===== config.mk =====
export PLATFORM = sky130hd
export DESIGN_NAME = muldiv_unit
export DESIGN_NICKNAME = d
export VERILOG_FILES = /design/src/rtl/muldiv_unit.sv
export SDC_FILE = /design/constraint.sdc
export NUM_CORES = 1
export LEC_CHECK = 0
export CORE_MARGIN = 8
export CORE_UTILIZATION = 63
export DETAILED_ROUTE_END_ITERATION = 10
export PLACE_DENSITY = 0.86
export SLEW_MARGIN = 10
export SYNTH_ARGS = -nofsm -noshare
export SYNTH_HDL_FRONTEND = slang
export SYNTH_SLANG_ARGS = --single-unit
export TNS_END_PERCENT = 5

===== constraint.sdc =====
create_clock -name clk -period 6.2 [get_ports clk]
set_input_delay 0.62 -clock clk [delete_from_list [all_inputs] [get_ports clk]]
set_output_delay 0.62 -clock clk [all_outputs]
set_load 0.1 [all_outputs]

===== src/rtl/muldiv_unit.sv =====
// Iterative multiply/divide unit with HI/LO result registers.
// Works on one operand bit per cycle and applies sign correction in the final cycle.
module muldiv_unit #(
  parameter int XLEN = 32
) (
  input  logic            clk,
  input  logic            reset,
  input  logic            start,
  input  logic [1:0]      op,
  input  logic [XLEN-1:0] a,
  input  logic [XLEN-1:0] b,
  input  logic            flush,
  input  logic            wr_hi,
  input  logic            wr_lo,
  input  logic [XLEN-1:0] wdata,
  output logic            busy,
  output logic            done,
  output logic [XLEN-1:0] hi,
  output logic [XLEN-1:0] lo
);

  localparam int CW = $clog2(XLEN);
  localparam logic [CW-1:0] LAST_COUNT = CW'(XLEN - 1);

  typedef enum logic [1:0] {
    IDLE,
    RUN,
    FIN
  } stateT;

  stateT state;
  stateT stateNext;

  logic [CW-1:0]     bitCount;
  logic              isDiv;
  logic              negResult;
  logic              negRem;
  logic              divZero;
  logic [XLEN-1:0]   operand;
  logic [2*XLEN-1:0] acc;
  logic [XLEN-1:0]   rem;

  logic              startAccept;
  logic              lastBit;
  logic              aNeg;
  logic              bNeg;
  logic [XLEN-1:0]   aMag;
  logic [XLEN-1:0]   bMag;
  logic [XLEN:0]     mulSum;
  logic [XLEN:0]     divShift;
  logic [XLEN:0]     divDiff;
  logic              divFits;
  logic [2*XLEN-1:0] prodFinal;
  logic [XLEN-1:0]   quotFinal;
  logic [XLEN-1:0]   remFinal;

  assign startAccept = (state == IDLE) && start && !flush;
  assign lastBit     = (bitCount == LAST_COUNT);

  // Signed ops run on magnitudes; the result signs are remembered for FIN.
  assign aNeg = op[0] & a[XLEN-1];
  assign bNeg = op[0] & b[XLEN-1];
  assign aMag = aNeg ? -a : a;
  assign bMag = bNeg ? -b : b;

  assign mulSum = {1'b0, acc[2*XLEN-1:XLEN]} + (acc[0] ? {1'b0, operand} : {(XLEN+1){1'b0}});

  // Trial subtraction on the XLEN+1-bit partial remainder; its sign bit says whether it fit.
  assign divShift = {rem, acc[XLEN-1]};
  assign divDiff  = divShift - {1'b0, operand};
  assign divFits  = ~divDiff[XLEN];

  assign prodFinal = negResult ? -acc : acc;
  assign quotFinal = divZero ? {XLEN{1'b1}} : (negResult ? -acc[XLEN-1:0] : acc[XLEN-1:0]);
  assign remFinal  = negRem ? -rem : rem;

  always_ff @(posedge clk or negedge reset) begin
    if (!reset) begin
      state <= IDLE;
    end else begin
      state <= stateNext;
    end
  end

  always_comb begin
    stateNext = state;
    case (state)
      IDLE: begin
        if (startAccept) begin
          stateNext = RUN;
        end
      end
      RUN: begin
        if (flush) begin
          stateNext = IDLE;
        end else if (lastBit) begin
          stateNext = FIN;
        end
      end
      FIN: begin
        stateNext = IDLE;
      end
      default: begin
        stateNext = IDLE;
      end
    endcase
  end

  always_comb begin
    busy = (state == RUN) || (state == FIN);
    done = (state == FIN) && !flush;
  end

  // For divide the low half of acc holds the dividend and shifts in quotient bits.
  always_ff @(posedge clk or negedge reset) begin
    if (!reset) begin
      bitCount  <= '0;
      isDiv     <= 1'b0;
      negResult <= 1'b0;
      negRem    <= 1'b0;
      divZero   <= 1'b0;
      operand   <= '0;
      acc       <= '0;
      rem       <= '0;
    end else if (startAccept) begin
      bitCount  <= '0;
      isDiv     <= op[1];
      negResult <= aNeg ^ bNeg;
      negRem    <= aNeg;
      divZero   <= (b == '0);
      rem       <= '0;
      if (op[1]) begin
        operand <= bMag;
        acc     <= {{XLEN{1'b0}}, aMag};
      end else begin
        operand <= aMag;
        acc     <= {{XLEN{1'b0}}, bMag};
      end
    end else if ((state == RUN) && !flush) begin
      bitCount <= bitCount + 1'b1;
      if (isDiv) begin
        acc <= {acc[2*XLEN-1:XLEN], acc[XLEN-2:0], divFits};
        rem <= divFits ? divDiff[XLEN-1:0] : divShift[XLEN-1:0];
      end else begin
        acc <= {mulSum, acc[XLEN-1:1]};
      end
    end
  end

  // HI/LO change only on a completed operation or an idle-state write not overridden by start.
  always_ff @(posedge clk or negedge reset) begin
    if (!reset) begin
      hi <= '0;
      lo <= '0;
    end else if ((state == FIN) && !flush) begin
      if (isDiv) begin
        hi <= remFinal;
        lo <= quotFinal;
      end else begin
        hi <= prodFinal[2*XLEN-1:XLEN];
        lo <= prodFinal[XLEN-1:0];
      end
    end else if ((state == IDLE) && !startAccept) begin
      if (wr_hi) begin
        hi <= wdata;
      end
      if (wr_lo) begin
        lo <= wdata;
      end
    end
  end

endmodule


==> summary.txt <==
outcome: finished, final reports clean
setup bufs post-CTS: 0
via count: 16,700
hold_ws: 0.4905 ns
htree depth: 1
Int Pwr: 4.536 mW
largest net degree at the start of global routing: 178
clk sink count: 203
Fmax: 234.5 MHz
CP required: 6.60 ns
TritonCTS clock tree: yes
async set or reset register ratio after synthesis: 1.000
Mapped Nets: 2,244
detailed-router iteration count before antenna repair: 6
post-synthesis sequential area ratio: 0.3081
DP HPWL: 42,550 um
met2 Use GR: 0.5142
die area: 0.03160 mm2
WS Path Type: flip-flop to flip-flop
layout net count: 2,334
CP arrival: 4.66 ns
final WL: 56,360 um
final antenna-violating net count: 0
GP Congestion: 0.9775
M3 GR Usage: 0.07681
clock power share: 0.149
clk buf depth: 3
ANT cells: 0
RSZ-0062 raised after global routing: false
met1 GRT Util: 0.4829
placed cells: 2,463
Iter 0 DRT Violations: 2,110
Post-synth EDFFs: 0
Die Wd: 177.8 um
GRT Util Overall: 0.3474
TritonCTS buffer count: 24
proportion of power drawn by combinational gates: 0.594
Synth Cell Area: 0.01649 mm2
clock transition at the registers of the reported paths: 0.06 ns
Worst Setup End Kind: flip-flop
number of antenna violations at the first check in global routing: 1
Main synth FF type: dfrtp_1
vias in the first global route: 15,400
CP peak stage delay: 0.83 ns
fin cells: 2,507
LEAKAGE: 8.174 nW
CTS-repair resized insts: 0
Worst Skew: 0.02947 ns
initial core utilization: 0.6362
Die Span Y: 177.8 um
Remaining Overflow, GRT: 0
IO buf count: 169
Psw: 5.285 mW
DRC Markers: 0
Top Usage Layer GRT: met2
area grow syn2layout: 15.95%
count leader, synth: nand2_1
HP Class: flip-flop to flip-flop
Final Hold Vio Count: 0
dominant cell type by area after synthesis: dfrtp_1
critical path, cell by cell: inv_1 > ha_1 > or3b_2 > nor4_1 > nand4_1 > or2_4 > or3_1 > o41ai_2 > xnor2_1 > o31ai_1 > a21oi_1
final cycle utilization of the critical path: 0.6877
synth unique cells: 72
row cnt: 59
Seq pwr share: 0.258
share of the synthesized area in the top cell type: 0.3081
VDD IR-drop max: 0.7062 mV
Least-Margin Pin Slew: 1.218 ns
wire per inst: 22.48 um
critical path peak fanout: 33
clock root cell: clkbuf_16
# IOs: 170
Slew Viols, Final: 0
total core area: 0.02591 mm2
Clock Latency Late Sink: 0.54 ns
Max Cap Viol: 0
# hold bufs at CTS: 1
first-pass GRT wire length: 86,650 um
Worst slew margin: 0.1881
warnings from Yosys: 0
share of layout cells above drive strength 1: 0.04282
vias per cell: 6.661
fin crit period: 4.264 ns
Synth top cells by count: 323 x nand2_1, 214 x o21ai_0, 203 x dfrtp_1, 145 x nor2_1, 144 x a21oi_1
#FFs+latches synth: 203
Total Neg Setup Slack: 0 ns
Startpoint Class: flip-flop
Sw Ratio: 0.5381
critical path's slowest cell: inv_1
pwr dens: 513.8 mW/mm2
cell count after synthesis: 2,065
Avg Inst Size Synth: 7.983 um2
Synth area leaders: dfrtp_1 31%, nand2_1 7.4%, o21ai_0 6.5%, xor2_1 5.6%, ha_1 5.5%
final setup fails: 0
==> state kept, by name, summed over array words and instances, names as in the netlist, 2 cells and up <==
register  count
acc          64
bitCount      5
hi           32
lo           32
operand      32
rem          32
state         2
==> layout by cell type, fill, tap and decap left out, types with 5 or more instances in the layout <==
| master | Yosys | routed |
|---|---|---|
| o221ai_1 | 12 | 12 |
| o31ai_1 | 33 | 33 |
| o211ai_1 | 50 | 50 |
| a31oi_1 | 13 | 13 |
| nand4_1 | 14 | 14 |
| and3_1 | 20 | 20 |
| a211oi_1 | 15 | 15 |
| clkinv_2 | 0 | 5 |
| or3_1 | 13 | 13 |
| nor2_1 | 145 | 143 |
| or4_1 | 15 | 15 |
| nor3_1 | 22 | 22 |
| nor2b_1 | 11 | 10 |
| ha_1 | 73 | 73 |
| o21ai_0 | 214 | 214 |
| xor2_1 | 106 | 106 |
| a22o_1 | 9 | 9 |
| o21bai_1 | 8 | 8 |
| nand2_1 | 323 | 323 |
| o41ai_1 | 23 | 23 |
| a41oi_1 | 6 | 6 |
| and2_1 | 13 | 13 |
| a21o_1 | 33 | 33 |
| xnor2_1 | 95 | 94 |
| or2_2 | 9 | 9 |
| nor4_1 | 21 | 21 |
| clkbuf_1 | 102 | 5 |
| buf_4 | 0 | 17 |
| nand3_1 | 40 | 40 |
| inv_1 | 56 | 56 |
| o21a_1 | 7 | 7 |
| a21oi_1 | 144 | 142 |
| dfrtp_1 | 203 | 201 |
| mux2i_1 | 81 | 81 |
| clkdlybuf4s50_1 | 0 | 167 |
| a32oi_1 | 34 | 34 |
| clkbuf_16 | 0 | 24 |
| nand2b_1 | 18 | 17 |
==> per-layer routing <==
layer  routed length, um  part of all wire
met1               23130              0.41
met2               23780              0.42
met3                6790              0.12
met4                2642             0.047
met5                  14           0.00025
==> metrics by stage <==
stage	utilization	setup slack [ns]	total power [mW]	cell area (um2)
3_5_place_dp	0.7061	1.967	8.253	18300
2_1_floorplan	-	2.810	6.650	16490
3_3_place_gp	0.7061	2.103	8.112	18300
6_report	0.7377	1.936	9.821	19120
4_1_cts	0.7377	1.982	9.724	19120
5_1_grt	0.7377	1.480	10.31	19120
==> layout make-up <==
cell class	count	area [um2]
clock inverter	11	148.9
sequential	203	5082
multi-input combinational	1680	10740
fill	2024	6795
timing repair buffer	188	1848
inverter	58	217.7
clock buffer	32	660.6
tap	335	419.2
==> power by group through the flow <==
stage / Clock (mW) / Combinational, mW / Sequential, mW
finish: 1.46 / 5.83 / 2.53
global route: 1.51 / 6.21 / 2.59
CTS: 1.46 / 5.77 / 2.50
global placement: 0 / 5.62 / 2.49
detailed placement: 0 / 5.73 / 2.52
floorplan: 0 / 2.89 / 3.76
==> path summary, 6_finish.rpt <==
path	start	end	slack, ns	cells past startpoint
worst max-delay path	acc[0]$_DFFE_PN0P_	hi[28]$_DFFE_PN0P_	1.94	11
worst min-delay path	negResult$_DFFE_PN0P_	negResult$_DFFE_PN0P_	0.49	2
min in group asynchronous	reset	lo[4]$_DFFE_PN0P_	0.55	2
worst min register to register	negResult$_DFFE_PN0P_	negResult$_DFFE_PN0P_	0.49	2
max in group asynchronous	reset	rem[16]$_DFFE_PN0P_	4.41	3
worst max register to register	acc[0]$_DFFE_PN0P_	hi[28]$_DFFE_PN0P_	1.94	11
==> critical path: cells and delay by family (launching register included) <==
kind / cells / cell delay [ns]
fa+ha+maj: 1 / 0.33
xor+xnor: 1 / 0.10
compound gates: 3 / 0.56
flops: 1 / 0.46
buf+inv: 1 / 0.83
simple gates: 5 / 1.86
==> cells by family after synthesis <==
family / count (synthesis) / synth area share
muxes: 83 / 0.05055
and+or+nand+nor: 683 / 0.1878
AOI/OAI and AO/OA: 638 / 0.2467
adders and majority gates: 75 / 0.05783
xor gates and xnor gates: 201 / 0.1068
buffers and inverters: 182 / 0.04227
DFF: 203 / 0.3081
Note: power is estimated with default switching activity, not from simulation.
